===== src/rtl/wts_key_event_scheduler.sv =====
// Key-event scheduler: one pending key command per channel (A..E), issued as a
// one-cycle pulse when a six-slot rotation (0..4 channel slots, 5 no-op) reaches that channel.
module wts_key_event_scheduler (
    input  logic       clk,
    input  logic       reset,
    input  logic       enable,
    input  logic       cmd_valid,
    input  logic [2:0] cmd_ch,
    input  logic [1:0] cmd_op,
    output logic       cmd_ready,
    output logic       cmd_error,
    output logic [2:0] active,
    output logic       ch_a_key_on,
    output logic       ch_a_key_release,
    output logic       ch_a_key_off,
    output logic       ch_b_key_on,
    output logic       ch_b_key_release,
    output logic       ch_b_key_off,
    output logic       ch_c_key_on,
    output logic       ch_c_key_release,
    output logic       ch_c_key_off,
    output logic       ch_d_key_on,
    output logic       ch_d_key_release,
    output logic       ch_d_key_off,
    output logic       ch_e_key_on,
    output logic       ch_e_key_release,
    output logic       ch_e_key_off,
    output logic [4:0] pending
);

    typedef enum logic [1:0] {
        OP_CANCEL      = 2'b00,
        OP_KEY_ON      = 2'b01,
        OP_KEY_RELEASE = 2'b10,
        OP_KEY_OFF     = 2'b11
    } op_e;

    localparam int         NUM_CH   = 5;
    localparam logic [2:0] NOP_SLOT = 3'd5;

    logic [2:0] active_q, active_d;
    logic       cmd_error_q, cmd_error_d;
    logic [4:0] key_on_q, key_on_d;
    logic [4:0] key_rel_q, key_rel_d;
    logic [4:0] key_off_q, key_off_d;
    op_e        op_q [NUM_CH];
    op_e        op_d [NUM_CH];
    logic       accept;

    // A release never weakens a stored key_on/key_off; on/off/cancel always win.
    function automatic op_e merge_op(input op_e cur, input op_e cmd);
        case (cmd)
            OP_CANCEL:      merge_op = OP_CANCEL;
            OP_KEY_RELEASE: merge_op = (cur == OP_KEY_ON || cur == OP_KEY_OFF) ? cur : OP_KEY_RELEASE;
            default:        merge_op = cmd;
        endcase
    endfunction

    assign cmd_ready = ~reset;
    assign accept    = cmd_valid & cmd_ready;

    always_comb begin
        op_e merged;
        // NOTE: every combinationally assigned signal gets a default first, so no path infers a latch.
        merged      = OP_CANCEL;
        key_on_d    = '0;
        key_rel_d   = '0;
        key_off_d   = '0;
        cmd_error_d = accept && (cmd_ch > 3'd4);

        if (!enable) begin
            active_d = NOP_SLOT;
        end else if (active_q >= NOP_SLOT) begin
            active_d = 3'd0;
        end else begin
            active_d = active_q + 3'd1;
        end

        // Merging before issuing gives the same-edge bypass for free.
        for (int n = 0; n < NUM_CH; n++) begin
            merged = op_q[n];
            if (accept && cmd_ch == 3'(n)) begin
                merged = merge_op(op_q[n], op_e'(cmd_op));
            end
            op_d[n] = merged;
            if (active_d == 3'(n)) begin
                op_d[n]      = OP_CANCEL;
                key_on_d[n]  = (merged == OP_KEY_ON);
                key_rel_d[n] = (merged == OP_KEY_RELEASE);
                key_off_d[n] = (merged == OP_KEY_OFF);
            end
        end
    end

    always_ff @(posedge clk) begin
        // NOTE: state registers use non-blocking assignments so every flop samples pre-edge values.
        if (reset) begin
            active_q    <= NOP_SLOT;
            cmd_error_q <= 1'b0;
            key_on_q    <= '0;
            key_rel_q   <= '0;
            key_off_q   <= '0;
            // NOTE: the small per-channel op array is reset on purpose; reset must discard queued commands.
            for (int n = 0; n < NUM_CH; n++) begin
                op_q[n] <= OP_CANCEL;
            end
        end else begin
            active_q    <= active_d;
            cmd_error_q <= cmd_error_d;
            key_on_q    <= key_on_d;
            key_rel_q   <= key_rel_d;
            key_off_q   <= key_off_d;
            for (int n = 0; n < NUM_CH; n++) begin
                op_q[n] <= op_d[n];
            end
        end
    end

    always_comb begin
        pending = '0;
        for (int n = 0; n < NUM_CH; n++) begin
            pending[n] = (op_q[n] != OP_CANCEL);
        end
    end

    assign active    = active_q;
    assign cmd_error = cmd_error_q;

    assign ch_a_key_on      = key_on_q[0];
    assign ch_a_key_release = key_rel_q[0];
    assign ch_a_key_off     = key_off_q[0];
    assign ch_b_key_on      = key_on_q[1];
    assign ch_b_key_release = key_rel_q[1];
    assign ch_b_key_off     = key_off_q[1];
    assign ch_c_key_on      = key_on_q[2];
    assign ch_c_key_release = key_rel_q[2];
    assign ch_c_key_off     = key_off_q[2];
    assign ch_d_key_on      = key_on_q[3];
    assign ch_d_key_release = key_rel_q[3];
    assign ch_d_key_off     = key_off_q[3];
    assign ch_e_key_on      = key_on_q[4];
    assign ch_e_key_release = key_rel_q[4];
    assign ch_e_key_off     = key_off_q[4];

endmodule


===== config.mk =====
export PLATFORM = sky130hd
export DESIGN_NAME = wts_key_event_scheduler
export DESIGN_NICKNAME = d
export VERILOG_FILES = /design/src/rtl/wts_key_event_scheduler.sv
export SDC_FILE = /design/constraint.sdc
export NUM_CORES = 1
export LEC_CHECK = 0
export BUFFER_PORTS_ARGS = -buffer_cell sky130_fd_sc_hd__buf_2
export CAP_MARGIN = 25
export CORE_MARGIN = 2
export CORE_UTILIZATION = 40
export DETAILED_ROUTE_END_ITERATION = 8
export GPL_ROUTABILITY_DRIVEN = 0
export SETUP_SLACK_MARGIN = 0.3
export SLEW_MARGIN = 10
export SYNTH_ARGS = -nofsm -noshare
export SYNTH_HDL_FRONTEND = slang
export SYNTH_SLANG_ARGS = --single-unit

===== constraint.sdc =====
create_clock -name clk -period 1.9 [get_ports clk]
set_input_delay 0.285 -clock clk [delete_from_list [all_inputs] [get_ports clk]]
set_output_delay 0.285 -clock clk [all_outputs]
set_load 0.02 [all_outputs]

==> results of run 1 <==
==> what timing repair did <==
item,in CTS,in global routing
gates resized for setup,1,6
setup buffers,0,1
pin swaps,2,2
endpoints found under the setup margin,1,11
hold buffers,0,0
==> logic make-up (layout without fill, tap and decap cells) <==
logic type                 Yosys count  after routing
DFF                                 29             29
and+or+nand+nor                     68             68
buffers and inverters               23             57
AOI/OAI and AO/OA                   55             55
adders and majority gates            2              2
==> how the worst max path moves through the flow <==
stage                 endpoint      start  slack, ns  cells past startpoint
detailed placement  op_q[0][1]  active[0]       0.25                      4
global route        op_q[0][1]  active[1]       0.23                      5
global placement    op_q[0][1]  active[0]       0.31                      4
CTS                 op_q[0][1]  active[1]       0.31                      5
floorplan           op_q[0][1]  active[0]       0.31                      4
finish              op_q[0][1]  active[1]       0.32                      5
==> per-stage QoR <==
step	setup slack (ns)	util
floorplan	0.307	-
global placement	0.314	0.471
detailed placement	0.246	0.471
CTS	0.313	0.494
global route	0.229	0.504
finish	0.320	0.504
==> cells in the mapped netlist, types with 2 or more instances <==
| cell type | instances |
|---|---|
| a211oi_1 | 12 |
| a21boi_0 | 2 |
| a21oi_1 | 11 |
| a31oi_1 | 2 |
| buf_2 | 3 |
| clkbuf_1 | 7 |
| dfxtp_1 | 29 |
| ha_1 | 2 |
| inv_1 | 13 |
| nand2_1 | 7 |
| nand2b_1 | 5 |
| nand3_1 | 16 |
| nor2_1 | 8 |
| nor2b_1 | 4 |
| nor3_1 | 3 |
| nor3b_1 | 2 |
| nor4_1 | 2 |
| nor4bb_1 | 2 |
| o2111ai_1 | 2 |
| o21ai_0 | 10 |
| o311ai_0 | 3 |
| o311ai_1 | 2 |
| o31ai_1 | 2 |
| or2_2 | 5 |
==> state kept, by name (all words and copies together) (netlist names) <==
register / cells
cmd_error: 1
active: 3
op_q: 10
key_on_q: 5
key_off_q: 5
key_rel_q: 5
==> tightest hold or removal path, stage by stage <==
cell and delay [ns]:
buf_2 0.14, inv_1 0.05, a2111oi_0 0.04
==> power by group <==
group	switching [mW]	internal, mW
combinational	0.0936	0.0555
clock	0.220	0.253
sequential	0.0130	0.615
total	0.326	0.923
==> routing by layer <==
metal | vias up | global-route usage
met5 | - | 0
met3 | 8 | 0.0565
met2 | 56 | 0.316
met1 | 710 | 0.226
li1 | 729 | -
met4 | 0 | 0.0885
==> final cells by class <==
class                           count  area (um2)  share of cell area
Multi-Input combinational cell    125         865               0.472
Sequential cell                    29         588               0.321
Timing Repair Buffer               36         188               0.102
Clock buffer                        6        72.6              0.0396
Tap cell                           48        60.1              0.0328
Inverter                           13        48.8              0.0266
Clock inverter                      2        10.0             0.00546
==> metrics, run 1 <==
reg2reg setup slack=around 0.32 ns; power per cell area=just under 700 nW/um2; CP max-delay cell=dfxtp_4; clk sinks=29; commonest non-fill, non-tap cell in the layout=buf_2; CP endpoint kind=flop; Core Area=about 3600 um2; Filler Cell Count=approximately 370; status=complete, no violations; Synth area leader=dfxtp_1; Top Ports=34; P_leak=around 0.71 nW; CTS buffer count=5; crit path kind=reg -> reg; clock skew=slightly above 0.006 ns; CP Cell Sequence=inv_2 -> ha_4 -> or3_4 -> a311o_1 -> nor4_2; Max rail drop VDD=0.000389 V; Top Layer Used=met4; Synth Area in Adders=0.0167; Yosys reg bits=29; mux share of post-synthesis cell area=0; Syn Inst Count=177; critical path buffer and inverter count=1; sequential area share after synthesis=0.388; Initial Util=0.412; vias in the first global route=around 1400; Hold Crit Depth=3; Fmax=roughly 0.63 GHz; routed wl met2=roughly 1900 um; DR DRC count=0; Setup crit start kind=flop; clock slew at reported path FFs=0.06 ns; post-synthesis compound-gate area fraction=0.253; Total GRT Usage=0.190; full die area=4240 um2; DRT Pass-1 Iters=5; CP delay by family, top=simple AND/OR/NAND/NOR gates; worst hold path class=in -> reg; Root Driver=clkbuf_8; final hold vios=0; CP peak stage delay=approximately 0.36 ns; Max-Cap Viols=0; CP arrival=1.77 ns; Yosys Warn Count=0; Post-Syn Nets=188; hold path start=enable; post-route insts no fill=around 260; asr flop ratio synth=0; reg-to-reg endpoint=op_q[0][1]; reg2reg start=active[1]; met3 wire length=276 um; layout cells sized above 1=0.294; largest family of logic cells by synthesized area=simple AND/OR/NAND/NOR gates; routed via count=between 1500 and 2000; Die W=approximately 65 um; worst r2r path cells=5; grt total ovfl=0; WL met1=between 1500 and 2000 um; Endpoint, Worst Hold=active[1]; number of synthesized flops with an enable pin=0; Routed WL=between 3000 and 4000 um; final instance area=1830 um2; Layout area overhead=22.5%; CTS tree=yes; Iter 0 DRT Violations=83; Tmin final=roughly 1.6 ns; required time of the critical path=roughly 2.1 ns; row count=22; Synth Flop Type=dfxtp_1; synth top area cells=dfxtp_1 (39%), a211oi_1 (6.0%), nand3_1 (5.4%), a21oi_1 (3.7%), o21ai_0 (3.3%); Final setup viols=0; DP HPWL=between 2000 and 3000 um; initial antenna violation count=0; Synth top area share=0.388; synth unique cells=47; CTS HTree Levels=2; vias per inst=between 5 and 6; post-synthesis average cell area=~8.4 um2; placed inst area=approximately 1700 um2; Die H=about 65 um; Clk Latency, worst-skew pair=0.28 ns; largest net degree at the start of global routing=19; Worst slew margin=0.678; total power=1.25 mW; routed len/inst=between 10 and 15 um; Port Buf Inserts=33; NumNets Final=221; first-pass GRT wire length=about 6200 um; most frequent cells in the layout=buf_2 (33), dfxtp_1 (27), nand3_1 (16), inv_1 (12), a211oi_1 (12); RSZ-0062 raised after global routing=yes; TNS Setup=0 ns; crit share post-route=0.831; Antenna Nets Post-Route=0; Synth Area in Simple Gates=0.282; Netlist Area Pre-Place=between 1000 and 1500 um2; Final Max Slew Viols=0; crit path max fanout=5; worst hold slack=0.290 ns; worst-margin pin slew=between 0.4 and 0.5 ns; Post-Synth XOR/XNOR Area=0; Ant. Diodes=0; clk buf depth=2; Inst Count DP=between 200 and 300
Power figures use the tool's default switching activity.
==> run 2: changes to the inputs <==
--- a/config.mk
+++ b/config.mk
@@ -5,6 +5,7 @@
 export SDC_FILE = /design/constraint.sdc
 export NUM_CORES = 1
 export LEC_CHECK = 0
+export ABC_AREA = 1
 export BUFFER_PORTS_ARGS = -buffer_cell sky130_fd_sc_hd__buf_2
 export CAP_MARGIN = 25
 export CORE_MARGIN = 2
==> constraint.sdc (replaced) <==
create_clock -name clk -period 1.6 [get_ports clk]
set_input_delay 0.24 -clock clk [delete_from_list [all_inputs] [get_ports clk]]
set_output_delay 0.24 -clock clk [all_outputs]
set_load 0.02 [all_outputs]
==> run 2 against run 1 <==
Sequential cell count unchanged; synthesized cell count up 10%; area after synthesis down 11%; highest routed layer unchanged; global-route usage down 0.90 points; design area up 1.6%.
==> metrics, run 2 <==
WL met1=1320 um (was 1530 um); Routed WL=3160 um (was 3750 um); reg2reg start=active[1] (unchanged); crit path kind=reg -> reg (unchanged); Max rail drop VDD=0.000466 V (was 0.000389 V); NumNets Final=258 (was 221); Synth Flop Type=dfxtp_1 (unchanged); vias per inst=4.64 (was 5.80); crit path max fanout=4 (was 5); Total GRT Usage=0.181 (was 0.190); Yosys Warn Count=0 (unchanged); CTS buffer count=5 (unchanged); Die W=61.6 um (was 65.1 um); Filler Cell Count=311 (was 369); Layout area overhead=40.4% (was 22.5%); Iter 0 DRT Violations=75 (was 83); worst r2r path cells=8 (was 5); commonest non-fill, non-tap cell in the layout=nand2_1 (was buf_2); flip-flop count of the largest register after layout=10 (unchanged); Max-Cap Viols=0 (unchanged); Top reg by flops=op_q (unchanged); vias in the first global route=1247 (was 1367); Core Area=3100 um2 (was 3630 um2); met3 wire length=137 um (was 276 um); routed via count=1354 (was 1503); clock skew=0.00658 ns (was 0.00618 ns); status=complete, no violations (unchanged); required time of the critical path=1.86 ns (was 2.09 ns); Post-CTS Hold Buffers=0 (unchanged); CP arrival=1.68 ns (was 1.77 ns); Synth top cells by count=nand2_1 (55), nor2_1 (33), inv_1 (30) (was dfxtp_1 (29), nand3_1 (16), inv_1 (13)); full die area=3790 um2 (was 4240 um2); reg2reg setup slack=0.18 ns (was 0.32 ns); TNS Setup=0 ns (unchanged); Synth area leader=dfxtp_1 (unchanged); CTS tree=yes (unchanged); row count=20 (was 22); DP HPWL=2320 um (was 2710 um); largest net degree at the start of global routing=11 (was 19); asr flop ratio synth=0 (unchanged); Netlist Area Pre-Place=1330 um2 (was 1500 um2); Die H=61.6 um (was 65.1 um); Setup crit start kind=flop (unchanged); Synth top area share=0.438 (was 0.388); total power=1.56 mW (was 1.25 mW); CP max-delay cell=dfxtp_4 (unchanged); first-pass GRT wire length=4920 um (was 6220 um); Yosys reg bits=29 (unchanged); post-synthesis average cell area=6.79 um2 (was 8.45 um2); number of synthesized flops with an enable pin=0 (unchanged); synth top area cells=dfxtp_1 (44%), nand2_1 (16%), nor2_1 (9.3%), inv_1 (8.5%), o21ai_0 (4.2%) (was dfxtp_1 (39%), a211oi_1 (6.0%), nand3_1 (5.4%), a21oi_1 (3.7%), o21ai_0 (3.3%)); CP Cell Sequence=inv_4 -> ha_4 -> nor2_4 -> a21boi_4 -> nand2_2 -> nor2_4 -> nand2_2 -> nor2_1 (was inv_2 -> ha_4 -> or3_4 -> a311o_1 -> nor4_2); Tmin final=1.42 ns (was 1.58 ns); routed len/inst=10.8 um (was 14.5 um); DR DRC count=0 (unchanged); grt total ovfl=0 (unchanged); Top Layer Used=met4 (unchanged); Antenna Nets Post-Route=0 (unchanged); crit path from=active[1] (unchanged); reg-to-reg endpoint=key_off_q[3] (was op_q[0][1]); Port Buf Inserts=33 (unchanged); worst-margin pin slew=0.342 ns (was 0.481 ns); power per cell area=838 nW/um2 (was 682 nW/um2); most frequent cells in the layout=nand2_1 (50), nor2_1 (31), buf_2 (31), inv_1 (29), dfxtp_1 (22) (was buf_2 (33), dfxtp_1 (27), nand3_1 (16), inv_1 (12), a211oi_1 (12)); final hold vios=0 (unchanged); CP peak stage delay=0.39 ns (was 0.36 ns); RSZ-0062 raised after global routing=yes (unchanged); count leader, synth=nand2_1 (was dfxtp_1); Top Ports=34 (unchanged); Initial Util=0.427 (was 0.412); initial antenna violation count=0 (unchanged); Syn Inst Count=195 (was 177); Setup crit end=key_off_q[3] (was op_q[0][1]); crit share post-route=0.887 (was 0.831); synth unique cells=22 (was 47); clock slew at reported path FFs=0.09 ns (was 0.06 ns); Clk Latency, worst-skew pair=0.32 ns (was 0.28 ns); Fmax=0.705 GHz (was 0.633 GHz); routed wl met2=1660 um (was 1870 um); worst hold path class=in -> reg (unchanged); Final setup viols=0 (unchanged); P_leak=0.861 nW (was 0.710 nW); Root Driver=clkbuf_4 (was clkbuf_8); Ant. Diodes=0 (unchanged); DRT Pass-1 Iters=4 (was 5); Post-Syn Nets=206 (was 188); CP endpoint kind=flop (unchanged); clk buf depth=2 (unchanged); sequential area share after synthesis=0.438 (was 0.388); layout cells sized above 1=0.355 (was 0.294); Worst slew margin=0.770 (was 0.678); clk sinks=29 (unchanged); CTS HTree Levels=2 (unchanged); Final Max Slew Viols=0 (unchanged)
==> run 2: how the worst min path moves through the flow <==
stage | from | endpoint | slack [ns] | cells after the start
floorplan | reset | active[1] | 0.30 | 1
global placement | reset | active[1] | 0.45 | 2
detailed placement | reset | active[1] | 0.44 | 2
CTS | reset | active[1] | 0.10 | 2
global route | reset | active[1] | 0.09 | 2
finish | reset | active[1] | 0.10 | 2
==> run 2: report_power, final <==
group | total [mW] | switching (mW) | internal [mW]
logic | 0.202 | 0.123 | 0.0788
clock network | 0.620 | 0.247 | 0.373
registers | 0.738 | 0.0103 | 0.728
total | 1.56 | 0.380 | 1.18
==> run 2: critical path: cells and delay by family (launching register included) <==
family          cells  cell delay, ns
compound gates      1            0.24
flops               1            0.39
fa+ha+maj           1            0.21
buf+inv             1            0.04
simple gates        5            0.48
==> run 2: layout make-up <==
| type | count | area (um2) | area share |
|---|---|---|---|
| multi-input cells | 133 | 724 | 0.389 |
| flip-flops and latches | 29 | 594 | 0.319 |
| repair buffers | 46 | 279 | 0.150 |
| inverters | 32 | 123 | 0.0659 |
| clock buffers | 7 | 55.1 | 0.0296 |
| well taps | 44 | 55.1 | 0.0296 |
| clock inverters | 1 | 30.0 | 0.0161 |
==> run 2: repair_timing <==
| action | 4_1_cts | 5_1_grt |
|---|---|---|
| endpoints found under the setup margin | 26 | 26 |
| endpoints found under the hold margin | 0 | 0 |
| setup buffers | 7 | 5 |
| pin swaps | 8 | 8 |
| resized for setup | 13 | 16 |
| gates cloned | 0 | 0 |
==> run 2: metal layers <==
layer | GRT usage | vias to the layer above
met5 | 0 | -
met4 | 0.0912 | 0
met3 | 0.0630 | 6
met2 | 0.323 | 31
met1 | 0.187 | 613
li1 | - | 704
==> run 2: cell families after synthesis <==
kind of cell,Yosys count,share of synthesized area
flops,29,0.438
simple gates,110,0.349
fa+ha+maj,2,0.0189
buf+inv,33,0.0944
compound gates,20,0.0925
xor+xnor,1,0.00661
==> run 2: per-stage QoR <==
| step | cell area, um2 | utilization | worst slack, ns | std cells | hold slack [ns] |
|---|---|---|---|---|---|
| after detailed placement | 1580 | 0.510 | 0.165 | 272 | 0.444 |
| after global placement | 1580 | 0.510 | 0.188 | 272 | 0.446 |
| after global routing | 1860 | 0.600 | 0.0915 | 292 | 0.0937 |
| final | 1860 | 0.600 | 0.181 | 292 | 0.102 |
| after floorplan | 1360 | - | 0.265 | 195 | 0.303 |
| after CTS | 1750 | 0.565 | 0.197 | 287 | 0.100 |
==> run 3: changes to the inputs <==
--- a/config.mk
+++ b/config.mk
@@ -8,10 +8,12 @@
 export ABC_AREA = 1
 export BUFFER_PORTS_ARGS = -buffer_cell sky130_fd_sc_hd__buf_2
 export CAP_MARGIN = 25
+export CORE_ASPECT_RATIO = 0.75
 export CORE_MARGIN = 2
 export CORE_UTILIZATION = 40
 export DETAILED_ROUTE_END_ITERATION = 8
 export GPL_ROUTABILITY_DRIVEN = 0
+export MAX_ROUTING_LAYER = met4
 export SETUP_SLACK_MARGIN = 0.3
 export SLEW_MARGIN = 10
 export SYNTH_ARGS = -nofsm -noshare
==> run 3 against run 2 <==
Global-route usage decreased by 0.97 points; sequential power is essentially flat; utilization down 4.8 points; clock-buffer cell count is the same; largest cell class unchanged; largest power group unchanged.
==> metrics, run 3 (synthesized netlist as in run 2, its figures left out) <==
status=complete, no violations (unchanged); clock skew=0.00456 ns (was 0.00658 ns); reg2reg setup slack=0.21 ns (was 0.18 ns); Filler Cell Count=319 (was 311); RSZ-0062 raised after global routing=yes (unchanged); TNS Setup=0 ns (unchanged); placed inst area=1590 um2 (was 1580 um2); Inst Count DP=270 (was 272); crit path max fanout=8 (was 4); Tmin final=1.39 ns (was 1.42 ns); commonest non-fill, non-tap cell in the layout=nand2_1 (unchanged); initial antenna violation count=0 (unchanged); Iter 0 DRT Violations=75 (unchanged); worst r2r path cells=7 (was 8); first-pass GRT wire length=4820 um (was 4920 um); Initial Util=0.411 (was 0.427); Root Driver=clkbuf_8 (was clkbuf_4); Ant. Diodes=0 (unchanged); DR DRC count=0 (unchanged); final instance area=1780 um2 (was 1860 um2); Die W=70.5 um (was 61.6 um); Clk Latency, worst-skew pair=0.27 ns (was 0.32 ns); Worst slew margin=0.771 (was 0.770); full die area=3790 um2 (about the same); final hold vios=0 (unchanged); vias per inst=4.49 (was 4.64); P_leak=0.825 nW (was 0.861 nW); crit path kind=reg -> reg (unchanged); most frequent cells in the layout=nand2_1 (49), nor2_1 (31), buf_2 (31), inv_1 (29), dfxtp_1 (24) (was nand2_1 (50), nor2_1 (31), buf_2 (31), inv_1 (29), dfxtp_1 (22)); Layout area overhead=34.0% (was 40.4%); Total GRT Usage=0.172 (was 0.181); reg-to-reg endpoint=key_rel_q[3] (was key_off_q[3]); Final setup viols=0 (unchanged); CTS HTree Levels=2 (unchanged); Fmax=0.720 GHz (was 0.705 GHz); worst-margin pin slew=0.340 ns (was 0.342 ns); Max-Cap Viols=0 (unchanged); CTS tree=yes (unchanged); row count=18 (was 20); grt total ovfl=0 (unchanged); NumNets Final=250 (was 258); power per cell area=886 nW/um2 (was 838 nW/um2); Hold Crit Depth=2 (unchanged); Top Ports=34 (unchanged); Max rail drop VDD=0.000452 V (was 0.000466 V); total power=1.57 mW (was 1.56 mW); clock slew at reported path FFs=0.06 ns (was 0.09 ns); DRT Pass-1 Iters=4 (unchanged); vias in the first global route=1089 (was 1247); clk buf depth=2 (unchanged); DP HPWL=2210 um (was 2320 um); hold path start=reset (unchanged); Die H=53.8 um (was 61.6 um); routed via count=1258 (was 1354); CTS buffer count=5 (unchanged); Top reg by flops=op_q (unchanged); Core Area=3220 um2 (was 3100 um2); reg2reg start=active[0] (was active[1]); worst hold slack=0.156 ns (was 0.102 ns); routed len/inst=10.4 um (was 10.8 um); layout cells sized above 1=0.329 (was 0.355); Port Buf Inserts=33 (unchanged); Final Max Slew Viols=0 (unchanged); post-route insts no fill=280 (was 292); CP endpoint kind=flop (unchanged); worst hold path class=in -> reg (unchanged); clk sinks=29 (unchanged); Post-CTS Hold Buffers=0 (unchanged); required time of the critical path=1.81 ns (was 1.86 ns); crit share post-route=0.868 (was 0.887); Endpoint, Worst Hold=active[1] (unchanged); Routed WL=2900 um (was 3160 um); largest net degree at the start of global routing=11 (unchanged); Setup crit start kind=flop (unchanged); CP arrival=1.60 ns (was 1.68 ns); Antenna Nets Post-Route=0 (unchanged); flip-flop count of the largest register after layout=10 (unchanged)
[run 3: cell types whose count changed in the layout (fill, tap and decap cells not counted), sizes merged]
cell,delta
buf,-8
bufinv,-1
clkinv,+1
[run 3: through the flow]
step	worst slack, ns	util
5_1_grt	0.120	0.551
2_1_floorplan	0.265	-
4_1_cts	0.213	0.535
3_5_place_dp	0.195	0.494
6_report	0.212	0.551
3_3_place_gp	0.169	0.494
[run 3: worst max-delay path, stage by stage (launching register included)]
cell and delay, ns:
dfxtp_4 0.41, ha_4 0.22, nor2_4 0.11, a21boi_4 0.22, nand2_2 0.09, nor2_2 0.10, nand2_1 0.07, nor2_1 0.09
[run 3: cell type report]
class / instances / area [um2] / share of cell area
Sequential cell: 29 / 592 / 0.333
Clock inverter: 1 / 5.00 / 0.00282
Timing Repair Buffer: 38 / 215 / 0.121
Inverter: 32 / 123 / 0.0691
Tap cell: 40 / 50.0 / 0.0282
Multi-Input combinational cell: 133 / 694 / 0.391
Clock buffer: 7 / 96.3 / 0.0543
[run 3: per-layer routing]
metal	up-vias	wire (um)	GRT usage
met3	2	139	0.0506
met5	-	0	-
li1	689	-	-
met4	0	12	0.0577
met2	25	1260	0.237
met1	542	1490	0.238
[run 3: power breakdown]
group	switching [mW]	internal (mW)
clock	0.265	0.388
combinational	0.114	0.0673
sequential	0.0101	0.729
[run 3: how the worst max path moves through the flow]
stage          cells after the start       from      endpoint
2_1_floorplan                      7  active[1]    op_q[0][6]
3_3_place_gp                       8  active[1]    op_q[0][5]
3_5_place_dp                       9      reset   key_on_q[4]
4_1_cts                            8  active[1]  key_rel_q[3]
5_1_grt                            9  active[1]  key_rel_q[3]
6_report                           7  active[0]  key_rel_q[3]
[run 3: what timing repair did]
action,4_1_cts,5_1_grt
endpoints found under the setup margin,23,27
buffers inserted,2,0
resized for setup,4,18
pin swaps,8,6
cloned,0,0
